<file path="src/rtl/gpu_pkg.sv">
// Shared VRAM access controller constants: address width, register offsets,
// STATUS/CTRL bit positions and the arbitration state type.
package gpu_pkg;
    localparam int VRAM_ADDR_W = 13;

    localparam logic [3:0] REG_ADDR_LO = 4'h0;
    localparam logic [3:0] REG_ADDR_HI = 4'h1;
    localparam logic [3:0] REG_DATA    = 4'h2;
    localparam logic [3:0] REG_INCR    = 4'h3;
    localparam logic [3:0] REG_CTRL    = 4'h4;
    localparam logic [3:0] REG_STATUS  = 4'h5;

    localparam int STAT_EMPTY    = 0;
    localparam int STAT_FULL     = 1;
    localparam int STAT_IRQ_PEND = 2;
    localparam int STAT_OVF      = 3;

    localparam int CTRL_IRQ_EN  = 0;
    localparam int CTRL_IRQ_CLR = 1;
    localparam int CTRL_OVF_CLR = 2;

    typedef enum logic [1:0] {
        ST_IDLE,
        ST_PIX,
        ST_CPU
    } arb_state_e;
endpackage

</file>
<file path="src/rtl/vram_wr_fifo.sv">
// CPU write queue: DEPTH entries of W bits, head visible combinationally.
// DEPTH must be a power of two so the pointers wrap naturally.
module vram_wr_fifo #(
    parameter int DEPTH = 4,
    parameter int W     = 21
) (
    input  logic         clk,
    input  logic         rst,
    input  logic         push,
    input  logic [W-1:0] din,
    input  logic         pop,
    output logic [W-1:0] dout,
    output logic         full,
    output logic         empty
);
    localparam int AW = $clog2(DEPTH);

    logic [W-1:0]  r_mem [DEPTH];
    logic [AW-1:0] r_wp, r_rp;
    logic [AW:0]   r_cnt;
    logic          w_do_push, w_do_pop;

    assign full      = (r_cnt == (AW+1)'(DEPTH));
    assign empty     = (r_cnt == '0);
    assign w_do_pop  = pop & ~empty;
    // A pop frees the slot in the same cycle, so a full queue still accepts.
    assign w_do_push = push & (~full | w_do_pop);
    assign dout      = r_mem[r_rp];

    always_ff @(posedge clk or negedge rst) begin
        if (!rst) begin
            r_wp  <= '0;
            r_rp  <= '0;
            r_cnt <= '0;
        end else begin
            if (w_do_push) r_wp <= r_wp + 1'b1;
            if (w_do_pop)  r_rp <= r_rp + 1'b1;
            r_cnt <= r_cnt + {{AW{1'b0}}, w_do_push} - {{AW{1'b0}}, w_do_pop};
        end
    end

    always_ff @(posedge clk) begin
        if (w_do_push) r_mem[r_wp] <= din;
    end
endmodule

</file>
<file path="src/rtl/vram_access_ctrl.sv">
// VRAM arbiter between the pixel fetcher and a queued CPU register port.
// Define VRAM_AUTOINC_EN to enable the INCR register and pointer auto-increment.
module vram_access_ctrl
    import gpu_pkg::*;
#(
    parameter int FIFO_DEPTH = 4,
    parameter int ADDR_W     = VRAM_ADDR_W
) (
    input  logic              clk,
    input  logic              rst,
    input  logic              cpu_cs,
    input  logic              cpu_rw,
    input  logic [3:0]        cpu_addr,
    input  logic [7:0]        cpu_wdata,
    output logic [7:0]        cpu_rdata,
    input  logic              pix_req,
    input  logic [ADDR_W-1:0] pix_addr,
    output logic              pix_gnt,
    output logic [ADDR_W-1:0] mem_addr,
    output logic              mem_we,
    output logic [7:0]        mem_wdata,
    input  logic              vblank,
    output logic              irq
);
    logic [ADDR_W-1:0] r_ptr;
    logic              r_irq_en, r_irq_pend, r_ovf, r_vblank_q;
    logic [7:0]        r_rdata;

    arb_state_e        w_state;
    logic              w_wr, w_push, w_accept, w_pop, w_full, w_empty;
    logic              w_ctrl_wr, w_vb_rise;
    logic [ADDR_W+7:0] w_head;
    logic [ADDR_W-1:0] w_ptr_adv;
    logic [7:0]        w_status;

    assign w_wr      = cpu_cs & ~cpu_rw;
    assign w_push    = w_wr & (cpu_addr == REG_DATA);
    assign w_ctrl_wr = w_wr & (cpu_addr == REG_CTRL);
    assign w_accept  = w_push & (~w_full | w_pop);
    assign w_vb_rise = vblank & ~r_vblank_q;
    assign w_pop     = mem_we;
    assign irq       = r_irq_pend & r_irq_en;
    assign cpu_rdata = r_rdata;

    vram_wr_fifo #(
        .DEPTH (FIFO_DEPTH),
        .W     (ADDR_W + 8)
    ) u_fifo (
        .clk   (clk),
        .rst   (rst),
        .push  (w_accept),
        .din   ({r_ptr, cpu_wdata}),
        .pop   (w_pop),
        .dout  (w_head),
        .full  (w_full),
        .empty (w_empty)
    );

    // Zero-latency arbitration: the state is decoded fresh every cycle.
    always_comb begin
        w_state   = ST_IDLE;
        pix_gnt   = 1'b0;
        mem_we    = 1'b0;
        mem_addr  = pix_addr;
        mem_wdata = '0;
        if (rst) begin
            if (pix_req)       w_state = ST_PIX;
            else if (!w_empty) w_state = ST_CPU;
        end
        case (w_state)
            ST_PIX: pix_gnt = 1'b1;
            ST_CPU: begin
                mem_we    = 1'b1;
                mem_addr  = w_head[ADDR_W+7:8];
                mem_wdata = w_head[7:0];
            end
            default: ;
        endcase
    end

`ifdef VRAM_AUTOINC_EN
    logic [7:0] r_incr;

    always_ff @(posedge clk or negedge rst) begin
        if (!rst)                                r_incr <= 8'h01;
        else if (w_wr && cpu_addr == REG_INCR)   r_incr <= cpu_wdata;
    end

    assign w_ptr_adv = r_ptr + {{(ADDR_W-8){1'b0}}, r_incr};
`else
    assign w_ptr_adv = r_ptr;
`endif

    always_ff @(posedge clk or negedge rst) begin
        if (!rst)                                   r_ptr <= '0;
        else if (w_wr && cpu_addr == REG_ADDR_LO)   r_ptr[7:0] <= cpu_wdata;
        else if (w_wr && cpu_addr == REG_ADDR_HI)   r_ptr[ADDR_W-1:8] <= cpu_wdata[ADDR_W-9:0];
        else if (w_accept)                          r_ptr <= w_ptr_adv;
    end

    always_comb begin
        w_status                = '0;
        w_status[STAT_EMPTY]    = w_empty;
        w_status[STAT_FULL]     = w_full;
        w_status[STAT_IRQ_PEND] = r_irq_pend;
        w_status[STAT_OVF]      = r_ovf;
    end

    // A vblank rise outranks a simultaneous software clear of irq_pend.
    always_ff @(posedge clk or negedge rst) begin
        if (!rst) begin
            r_vblank_q <= 1'b0;
            r_irq_en   <= 1'b0;
            r_irq_pend <= 1'b0;
            r_ovf      <= 1'b0;
            r_rdata    <= '0;
        end else begin
            r_vblank_q <= vblank;
            if (w_ctrl_wr) r_irq_en <= cpu_wdata[CTRL_IRQ_EN];
            if (w_vb_rise)                                  r_irq_pend <= 1'b1;
            else if (w_ctrl_wr && cpu_wdata[CTRL_IRQ_CLR])  r_irq_pend <= 1'b0;
            if (w_push && !w_accept)                        r_ovf <= 1'b1;
            else if (w_ctrl_wr && cpu_wdata[CTRL_OVF_CLR])  r_ovf <= 1'b0;
            if (cpu_cs && cpu_rw)
                r_rdata <= (cpu_addr == REG_STATUS) ? w_status : 8'h00;
        end
    end
endmodule

</file>
<file path="config.mk">
export PLATFORM = sky130hd
export DESIGN_NAME = vram_access_ctrl
export DESIGN_NICKNAME = d
export VERILOG_FILES = /design/src/rtl/gpu_pkg.sv /design/src/rtl/vram_wr_fifo.sv /design/src/rtl/vram_access_ctrl.sv
export SDC_FILE = /design/constraint.sdc
export NUM_CORES = 1
export LEC_CHECK = 0
export BUFFER_PORTS_ARGS = -buffer_cell sky130_fd_sc_hd__buf_2
export CAP_MARGIN = 10
export CORE_MARGIN = 10
export CORE_UTILIZATION = 40
export DETAILED_ROUTE_END_ITERATION = 8
export GPL_TIMING_DRIVEN = 0
export PLACE_DENSITY = 0.61
export REMOVE_ABC_BUFFERS = 1
export SYNTH_ARGS = -nofsm -noshare
export SYNTH_HDL_FRONTEND = slang
export SYNTH_SLANG_ARGS = --single-unit
</file>
<file path="constraint.sdc">
create_clock -name clk -period 3.4 [get_ports clk]
set_input_delay 0.17 -clock clk [delete_from_list [all_inputs] [get_ports clk]]
set_output_delay 0.17 -clock clk [all_outputs]
set_load 0.01 [all_outputs]
</file>
==> run summary, run 1 <==
outcome = complete, no violations
tightest hold margin = 0.0713 ns
FF-to-FF Start = u_fifo.r_cnt[2]
vias per cell = 4.97
Worst Clk Skew = 0.00864 ns
initial antenna violation count = 0
vias in the first global route = 2412
Placement Rows = 38
DR DRC count = 0
Die W = 127 µm
CP Cell Sequence = dlygate4sd3_1 -> clkbuf_4 -> nand2b_1 -> nor2_2 -> ha_1 -> inv_1 -> ha_1 -> inv_1 -> fa_1 -> xnor2_1 -> xnor2_1
Post-synth EDFFs = 84
Crit path arrival time = 3.04 ns
area grow syn2layout = 16.2%
grt peak-use layer = met2
Hold Path Stages = 1
R2R Setup Slk = 0.94 ns
Syn. warnings = 0
GRT Residual Overflow = 0
hold_sp = cpu_wdata[6]
Worst Hold Class = input pin to flip-flop
Clock Sinks = 112
Num CTS Buffers = 9
PwrDens = 650 nW/µm²
clock transition at the registers of the reported paths = 0.07 ns
FF+latch count, synth = 112
measured slew at the worst slew-check pin = 1.06 ns
CP startpoint kind = input pin
slowest cell on the critical path = dlygate4sd3_1
WP data required = 3.62 ns
max-cap viol count = 0
grt met1 use = 12.9%
Simple-Gate Fraction of Synth Area = 4.73%
IO Pins = 63
CTS Buffer Depth = 2
final-report max-slew violation count = 0
first-pass GRT wire length = 13.3 mm
synthesized area per cell = 19.4 µm²
setup_tns = 0 ns
GPL Wtd Cong = 0.726
# H-tree levels = 3
final core occ = 48.2%
WHS Endpoint = u_fifo.r_mem[3][6]
Mapped Cells = 235
# nets final = 337
Crit. End Element = flip-flop
worst setup slack after layout = 0.583 ns
critical path type = input pin to flip-flop
post-synthesis mux area share = 17.4%
CTS tree = built
Die ar. = 16000 µm²
Die Span Y = 127 µm
Place WS = 0.388 ns
DR iter-0 viols = 113
crit-path max FO = 30
share of cells above drive strength 1 = 43.1%
Routed WL = 8.34 mm
most common cell after layout, fill and taps aside = edfxtp_1
Worst R2R End = u_fifo.r_cnt[2]
Fillers = 922
Vias = 2207
ant diodes = 0
Avg WL per Cell = 18.8 µm
leak pwr = 2.00 nW
Rel. slew slack = 29.0%
peak supply drop = 253 µV
ys flop type = edfxtp_1
clock latency on the worst-skew pair = 0.34 ns
Post-Synth XOR/XNOR Area = 0.962%
initial core utilization = 41.4%
max incr delay on CP = 0.52 ns
Port Buf Inserts = 58
Netlist cell types = 35
Synth async-reset ratio = 25.0%
sequential area share after synthesis = 70.8%
Post-Synth Adder-Cell Area = 2.09%
largest family of logic cells by synthesized area = multiplexers
clock root buffer = clkbuf_16
final hold vios = 0
Setup violations, final = 0
most frequent cells in the layout = edfxtp_1 (84), buf_2 (57), mux2_2 (27), dfrtp_1 (27), mux4_2 (21)
finished layout cell area = 5290 µm²
buffers inserted during post-CTS setup optimization = 0
FF-to-FF path depth = 9
f_max = 355 MHz
met3 Use GR = 3.08%
RSZ-0062 raised after global routing = false
largest net degree at the start of global routing = 31
Final period util = 82.9%
Synth Area in Compound Gates = 1.95%
1st-pass router iterations = 4
GRT Util Overall = 10.5%
DP Area = 4990 µm²
total core area = 11000 µm²
GR Layer Usage met2 = 17.7%
final period demand of the worst path = 2.82 ns
Netlist Area Pre-Place = 4550 µm²
dpl hpwl = 5.25 mm
Routed Antenna Nets = 0
[worst max-delay path, delay by kind of cell]
kind	cells	cell delay, ns
and+or+nand+nor	2	0.72
adders and majority gates	3	0.82
buffers and inverters	4	1.06
xor gates and xnor gates	2	0.26
[what timing repair did]
| action | in CTS | in global routing |
|---|---|---|
| endpoints found under the setup margin | 0 | 1 |
| resized for setup | 0 | 1 |
| endpoints found under the hold margin | 29 | 0 |
| hold buffers | 2 | 0 |
[Yosys cell counts (3+ instances only)]
cell type	count	area [µm²]
nor2_1	5	18.8
mux2_2	27	304
buf_4	4	30.0
a22o_1	4	35.0
and2_1	10	62.6
mux4_2	21	473
edfxtp_1	84	2520
buf_2	3	15.0
and2_2	4	30.0
dfrtp_1	28	701
clkbuf_1	3	11.3
inv_1	8	30.0
xnor2_1	3	26.3
ha_1	6	75.1
[flip-flops by register name, indices dropped and copies added (netlist names)]
register	count
cpu_rdata	4
r_irq_en	1
r_irq_pend	1
r_ovf	1
r_ptr	13
r_vblank_q	1
u_fifo.r_cnt	3
u_fifo.r_mem	84
u_fifo.r_rp	2
u_fifo.r_wp	2
[worst max path at each step]
stage                               start               to  slack (ns)  cells past startpoint
after global placement                rst  u_fifo.r_cnt[2]       -0.83                     10
after CTS                             rst  u_fifo.r_cnt[2]        0.22                     11
after detailed placement              rst  u_fifo.r_cnt[2]        0.39                     10
after global routing                  rst  u_fifo.r_cnt[2]        0.27                     11
final                                 rst  u_fifo.r_cnt[2]        0.58                     11
after floorplan           u_fifo.r_cnt[2]  u_fifo.r_cnt[2]        0.69                      9
[final cells by class]
type	count	area [µm²]	area share, %
flip-flops and latches	112	3220	61.0
multi-input cells	107	1250	23.7
inverters	8	30.0	0.568
clock inverters	6	51.3	0.970
well taps	140	175	3.31
clock buffers	10	229	4.33
repair buffers	61	328	6.20
[power breakdown]
| group | total (mW) | internal [mW] | switching [mW] | leakage (nW) |
|---|---|---|---|---|
| combinational | 0.643 | 0.411 | 0.232 | 0.756 |
| clock | 0.988 | 0.510 | 0.478 | 0.139 |
| sequential | 1.81 | 1.59 | 0.220 | 1.11 |
[kinds of logic (layout without fill, tap and decap cells)]
family	after synthesis	count (layout)
xor gates and xnor gates	5	5
buffers and inverters	19	85
DFF	112	112
other	1	4
AOI/OAI and AO/OA	8	8
adders and majority gates	7	7
muxes	49	49
and+or+nand+nor	34	34
[metal layers]
metal,part of all wire [%],routed length (µm),up-vias
met1,44,3640,1124
li1,-,-,1033
met5,0,0,-
met2,51,4250,43
met3,4.5,378,7
met4,0.90,75,0
[metrics by stage]
stage          total power [mW]  instances
2_1_floorplan              2.25        227
3_3_place_gp               2.49        425
3_5_place_dp               2.50        426
4_1_cts                    3.49        444
5_1_grt                    3.63        444
6_report                   3.44        444
(Power assumes the default switching activity.)
==> run 2, diff against run 1 <==
--- a/config.mk
+++ b/config.mk
@@ -5,6 +5,7 @@
 export SDC_FILE = /design/constraint.sdc
 export NUM_CORES = 1
 export LEC_CHECK = 0
+export ABC_AREA = 1
 export BUFFER_PORTS_ARGS = -buffer_cell sky130_fd_sc_hd__buf_2
 export CAP_MARGIN = 10
 export CORE_MARGIN = 10
==> constraint.sdc (replaced) <==
create_clock -name clk -period 2.6 [get_ports clk]
set_input_delay 0.13 -clock clk [delete_from_list [all_inputs] [get_ports clk]]
set_output_delay 0.13 -clock clk [all_outputs]
set_load 0.01 [all_outputs]
==> run summary, run 2 <==
Post-synth EDFFs = 84
Hold Path Stages = 1
final core occ = 47.8%
measured slew at the worst slew-check pin = 0.849 ns
most common cell in the netlist = nand2_1
Die ar. = 17200 µm²
area leader, netlist = edfxtp_1
WHS Endpoint = u_fifo.r_mem[1][0]
Rel. slew slack = 43.3%
f_max = 427 MHz
DR iter-0 viols = 159
total core area = 12100 µm²
leak pwr = 2.62 nW
Clock Sinks = 112
Final period util = 90.0%
Routed WL = 10.5 mm
Num CTS Buffers = 9
final hold vios = 0
WP data required = 2.84 ns
CTS tree = built
Syn. warnings = 0
Synth Area in Compound Gates = 5.07%
CTS Buffer Depth = 2
peak supply drop = 468 µV
FF-to-FF path depth = 8
Synth async-reset ratio = 25.0%
Crit. End Element = flip-flop
IO Pins = 63
Crit path arrival time = 2.58 ns
DR DRC count = 0
Die Span Y = 131 µm
most common cell after layout, fill and taps aside = nand2_1
FF+latch count, synth = 112
final period demand of the worst path = 2.34 ns
GRT Util Overall = 12.5%
Vias = 3306
ys flop type = edfxtp_1
largest net degree at the start of global routing = 54
max reg flops = 84
Setup violations, final = 0
critical path type = input pin to flip-flop
tightest hold margin = 0.0112 ns
Fillers = 1092
total power draw = 4.83 mW
clock root buffer = clkbuf_16
1st-pass router iterations = 4
synth top area cells = edfxtp_1 (51%), dfrtp_1 (14%), nand2_1 (14%), inv_1 (4.6%), nand3_1 (2.3%)
PwrDens = 839 nW/µm²
area grow syn2layout = 16.9%
outcome = complete, no violations
share of cells above drive strength 1 = 17.9%
largest family of logic cells by synthesized area = simple AND/OR/NAND/NOR gates
sequential area share after synthesis = 65.3%
DP Area = 5410 µm²
first-pass GRT wire length = 16.6 mm
crit-path max FO = 18
Biggest register = u_fifo.r_mem
Netlist cell types = 26
Worst R2R End = u_fifo.r_cnt[2]
CP startpoint kind = input pin
Post-Synth XOR/XNOR Area = 0.710%
final-report max-slew violation count = 0
clock transition at the registers of the reported paths = 0.08 ns
Post-Synth Adder-Cell Area = 1.93%
Avg WL per Cell = 14.6 µm
finished layout cell area = 5760 µm²
top cell type's share of synthesized area = 51.1%
max-cap viol count = 0
Port Buf Inserts = 58
vias per cell = 4.59
hold_sp = cpu_wdata[0]
clock latency on the worst-skew pair = 0.35 ns
Worst Hold Class = input pin to flip-flop
FF-to-FF Start = u_fifo.r_cnt[1]
RSZ-0062 raised after global routing = false
# nets final = 586
Simple-Gate Fraction of Synth Area = 19.3%
Worst Clk Skew = 0.00977 ns
GRT Residual Overflow = 0
dpl hpwl = 6.59 mm
GPL Wtd Cong = 0.761
Routed Antenna Nets = 0
Placement Rows = 40
# H-tree levels = 3
Mapped Cells = 488
Die W = 131 µm
commonest cells in the netlist = nand2_1 (184), edfxtp_1 (84), inv_1 (61), dfrtp_1 (28), nor2_1 (27)
initial core utilization = 40.9%
synthesized area per cell = 10.1 µm²
vias in the first global route = 3280
Netlist Area Pre-Place = 4930 µm²
initial antenna violation count = 0
most frequent cells in the layout = nand2_1 (184), edfxtp_1 (84), inv_1 (60)
post-synthesis mux area share = 0%
ant diodes = 0
R2R Setup Slk = 0.29 ns
-- run 2: per-stage QoR --
step	worst slack (ns)	cells	setup TNS (ns)
final	0.259	721	0
after global routing	0.0535	721	0
after CTS	0.152	721	0
after detailed placement	-0.231	700	-3.87
after global placement	-1.05	696	-92.40
after floorplan	0.449	470	0
-- run 2: layout make-up --
class                      instances  area, µm²  share of cell area (%)
sequential                       112       3230                    56.0
inverter                          64        249                    4.32
clock inverter                     6       50.0                   0.868
clock buffer                      10        239                    4.15
timing repair buffer              66        425                    7.38
timing repair inverter             1       7.51                   0.130
tap                              168        210                    3.65
multi-input combinational        294       1360                    23.5
-- run 2: report_power, final --
| part | internal, mW | switching, mW | total (mW) |
|---|---|---|---|
| Clock | 0.692 | 0.644 | 1.34 |
| Combinational | 0.422 | 0.714 | 1.14 |
| Sequential | 2.07 | 0.291 | 2.36 |
| Total | 3.19 | 1.65 | 4.83 |
-- run 2: timing repair --
| item | CTS | global route |
|---|---|---|
| cloned | 1 | 0 |
| endpoints found under the setup margin | 21 | 1 |
| gates resized for setup | 4 | 2 |
| buffers inserted | 0 | 0 |
| hold buffers | 4 | 0 |
| pin swaps | 0 | 0 |
| endpoints found under the hold margin | 34 | 0 |
-- run 2: worst max-delay path by stage --
stage	end	cells past startpoint	slack (ns)	startpoint
finish	u_fifo.r_cnt[2]	10	0.26	rst
global route	u_fifo.r_mem[0][10]	7	0.05	rst
CTS	mem_wdata[1]	4	0.15	u_fifo.r_rp[0]
detailed placement	u_fifo.r_mem[0][12]	6	-0.23	rst
global placement	u_fifo.r_mem[0][12]	5	-1.05	rst
floorplan	u_fifo.r_mem[0][0]	4	0.45	u_fifo.r_cnt[1]
-- run 2: critical path, cell delays in order --
cell and delay, ns:
dlygate4sd3_1 0.51, buf_2 0.16, nand2_1 0.13, a21oi_4 0.57
ha_1 0.34, inv_1 0.05, ha_1 0.13, inv_1 0.04
fa_1 0.37, xnor2_1 0.14
-- run 2: cells by family after synthesis --
family,count (synthesis)
AOI/OAI and AO/OA,40
xor gates and xnor gates,4
adders and majority gates,7
buffers and inverters,85
DFF,112
other,1
and+or+nand+nor,239
-- run 2: per-layer routing --
layer / wire [µm] / global-route usage, %
met4: 109 / 4.45
met5: 0 / 0
met2: 5030 / 20.7
met3: 542 / 3.10
met1: 4860 / 15.7
==> run 3, diff against run 2 <==
--- a/config.mk
+++ b/config.mk
@@ -5,10 +5,9 @@
 export SDC_FILE = /design/constraint.sdc
 export NUM_CORES = 1
 export LEC_CHECK = 0
-export ABC_AREA = 1
 export BUFFER_PORTS_ARGS = -buffer_cell sky130_fd_sc_hd__buf_2
 export CAP_MARGIN = 10
-export CORE_MARGIN = 10
+export CORE_MARGIN = 2
 export CORE_UTILIZATION = 40
 export DETAILED_ROUTE_END_ITERATION = 8
 export GPL_TIMING_DRIVEN = 0
==> run summary, run 3 (synthesized netlist as in run 1, its figures left out) <==
WHS Endpoint = u_fifo.r_mem[0][5]
# H-tree levels = 3
max reg flops = 84
most common cell after layout, fill and taps aside = edfxtp_1
Routed WL = 7.99 mm
Worst Clk Skew = 0.00380 ns
initial antenna violation count = 0
ant diodes = 0
Setup violations, final = 0
DR DRC count = 0
most frequent cells in the layout = edfxtp_1 (84), buf_2 (57), mux2_2 (27), dfrtp_1 (27), mux4_2 (21)
clock latency on the worst-skew pair = 0.33 ns
area grow syn2layout = 16.2%
fin cells = 444
Hold Path Stages = 1
WP data required = 2.47 ns
crit-path max FO = 22
total core area = 11000 µm²
f_max = 415 MHz
FF-to-FF path depth = 9
DP Area = 4980 µm²
critical path type = flip-flop to output port
clock transition at the registers of the reported paths = 0.07 ns
final-report max-slew violation count = 0
DR iter-0 viols = 113
CTS tree = built
Crit path arrival time = 2.28 ns
Routed Antenna Nets = 0
# nets final = 338
hold_sp = cpu_wdata[5]
outcome = complete, no violations
Biggest register = u_fifo.r_mem
GPL Wtd Cong = 0.698
Placement Rows = 38
clock root buffer = clkbuf_16
Die ar. = 12200 µm²
dpl hpwl = 4.78 mm
PwrDens = 838 nW/µm²
Rel. slew slack = 25.4%
Worst Hold Class = input pin to flip-flop
Port Buf Inserts = 58
buffers inserted during post-CTS setup optimization = 0
Vias = 2241
GRT Util Overall = 13.8%
placed cell count = 426
Num CTS Buffers = 9
GRT Residual Overflow = 0
final period demand of the worst path = 2.41 ns
finished layout cell area = 5290 µm²
Final period util = 92.6%
Worst R2R End = u_fifo.r_cnt[2]
RSZ-0062 raised after global routing = false
Die Span Y = 111 µm
first-pass GRT wire length = 12.8 mm
leak pwr = 2.00 nW
measured slew at the worst slew-check pin = 1.12 ns
final hold vios = 0
vias per cell = 5.05
peak supply drop = 407 µV
share of cells above drive strength 1 = 42.1%
R2R Setup Slk = 0.22 ns
largest net degree at the start of global routing = 29
IO Pins = 63
1st-pass router iterations = 6
FF-to-FF Start = u_fifo.r_cnt[2]
Clock Sinks = 112
CP startpoint kind = flip-flop
vias in the first global route = 2317
initial core utilization = 41.4%
CTS Buffer Depth = 2
Avg WL per Cell = 18.0 µm
max-cap viol count = 0
Crit. End Element = output port
Die W = 111 µm
-- run 3: cell types whose count changed in the layout (fill, tap and decap cells not counted), sizes merged, moves of 3 or more --
cell      change
a21oi        -10
a22o          +4
and2         +14
buf           -3
clkinv        +3
clkinvlp      -3
inv          -58
mux2         +28
mux4         +21
nand2       -182
nand3        -21
nor2         -24
o211ai        -8
o21ai        -22
-- run 3: metrics by stage --
| stage | TNS (ns) | utilization, % | hold WS [ns] | power, mW | setup WS, ns |
|---|---|---|---|---|---|
| 6_report | 0 | 48.2 | 0.0232 | 4.43 | 0.193 |
| 3_5_place_dp | -9.25 | 45.4 | 0.248 | 3.26 | -0.671 |
| 3_3_place_gp | -28.84 | 45.2 | 0.243 | 3.25 | -1.69 |
| 5_1_grt | 0 | 48.2 | 0.0199 | 4.66 | 0.0158 |
| 2_1_floorplan | -0.111 | - | -0.166 | 2.95 | -0.111 |
| 4_1_cts | 0 | 48.2 | 0.0149 | 4.49 | 0.137 |
-- run 3: worst max path at each step --
| stage | startpoint | end | slack [ns] |
|---|---|---|---|
| final | u_fifo.r_rp[1] | mem_addr[12] | 0.19 |
| after global routing | u_fifo.r_cnt[2] | u_fifo.r_cnt[2] | 0.02 |
| after CTS | u_fifo.r_rp[0] | mem_addr[11] | 0.14 |
| after detailed placement | rst | u_fifo.r_cnt[2] | -0.67 |
| after global placement | rst | u_fifo.r_cnt[2] | -1.69 |
| after floorplan | u_fifo.r_cnt[2] | u_fifo.r_cnt[2] | -0.11 |
-- run 3: cell type report --
type / count / area, µm²
Fill cell: 926 / 5690
Clock inverter: 5 / 23.8
Sequential cell: 112 / 3220
Tap cell: 140 / 175
Inverter: 8 / 30.0
Multi-Input combinational cell: 107 / 1260
Clock buffer: 10 / 229
Timing Repair Buffer: 62 / 344
-- run 3: metal layers --
layer	wire length, µm	track usage [%]	vias to the layer above
li1	-	-	1039
met1	3740	18.2	1150
met2	3910	22.8	44
met3	228	2.30	8
met4	110	5.50	0
met5	0	0	-
-- run 3: timing repair --
action                                 CTS  global route
hold buffers                             3             0
endpoints found under the hold margin   29             0
setup endpoints to repair                9             0
resized for setup                        3             0
-- run 3: report_power, final --
group	switching, mW	internal, mW
Combinational	0.299	0.541
Sequential	0.296	2.08
Clock	0.582	0.636
-- run 3: worst max-delay path: stages (launching register included) --
cell and delay (ns):
dfrtp_1 1.08, mux4_2 0.45, mux2_2 0.27, buf_2 0.14
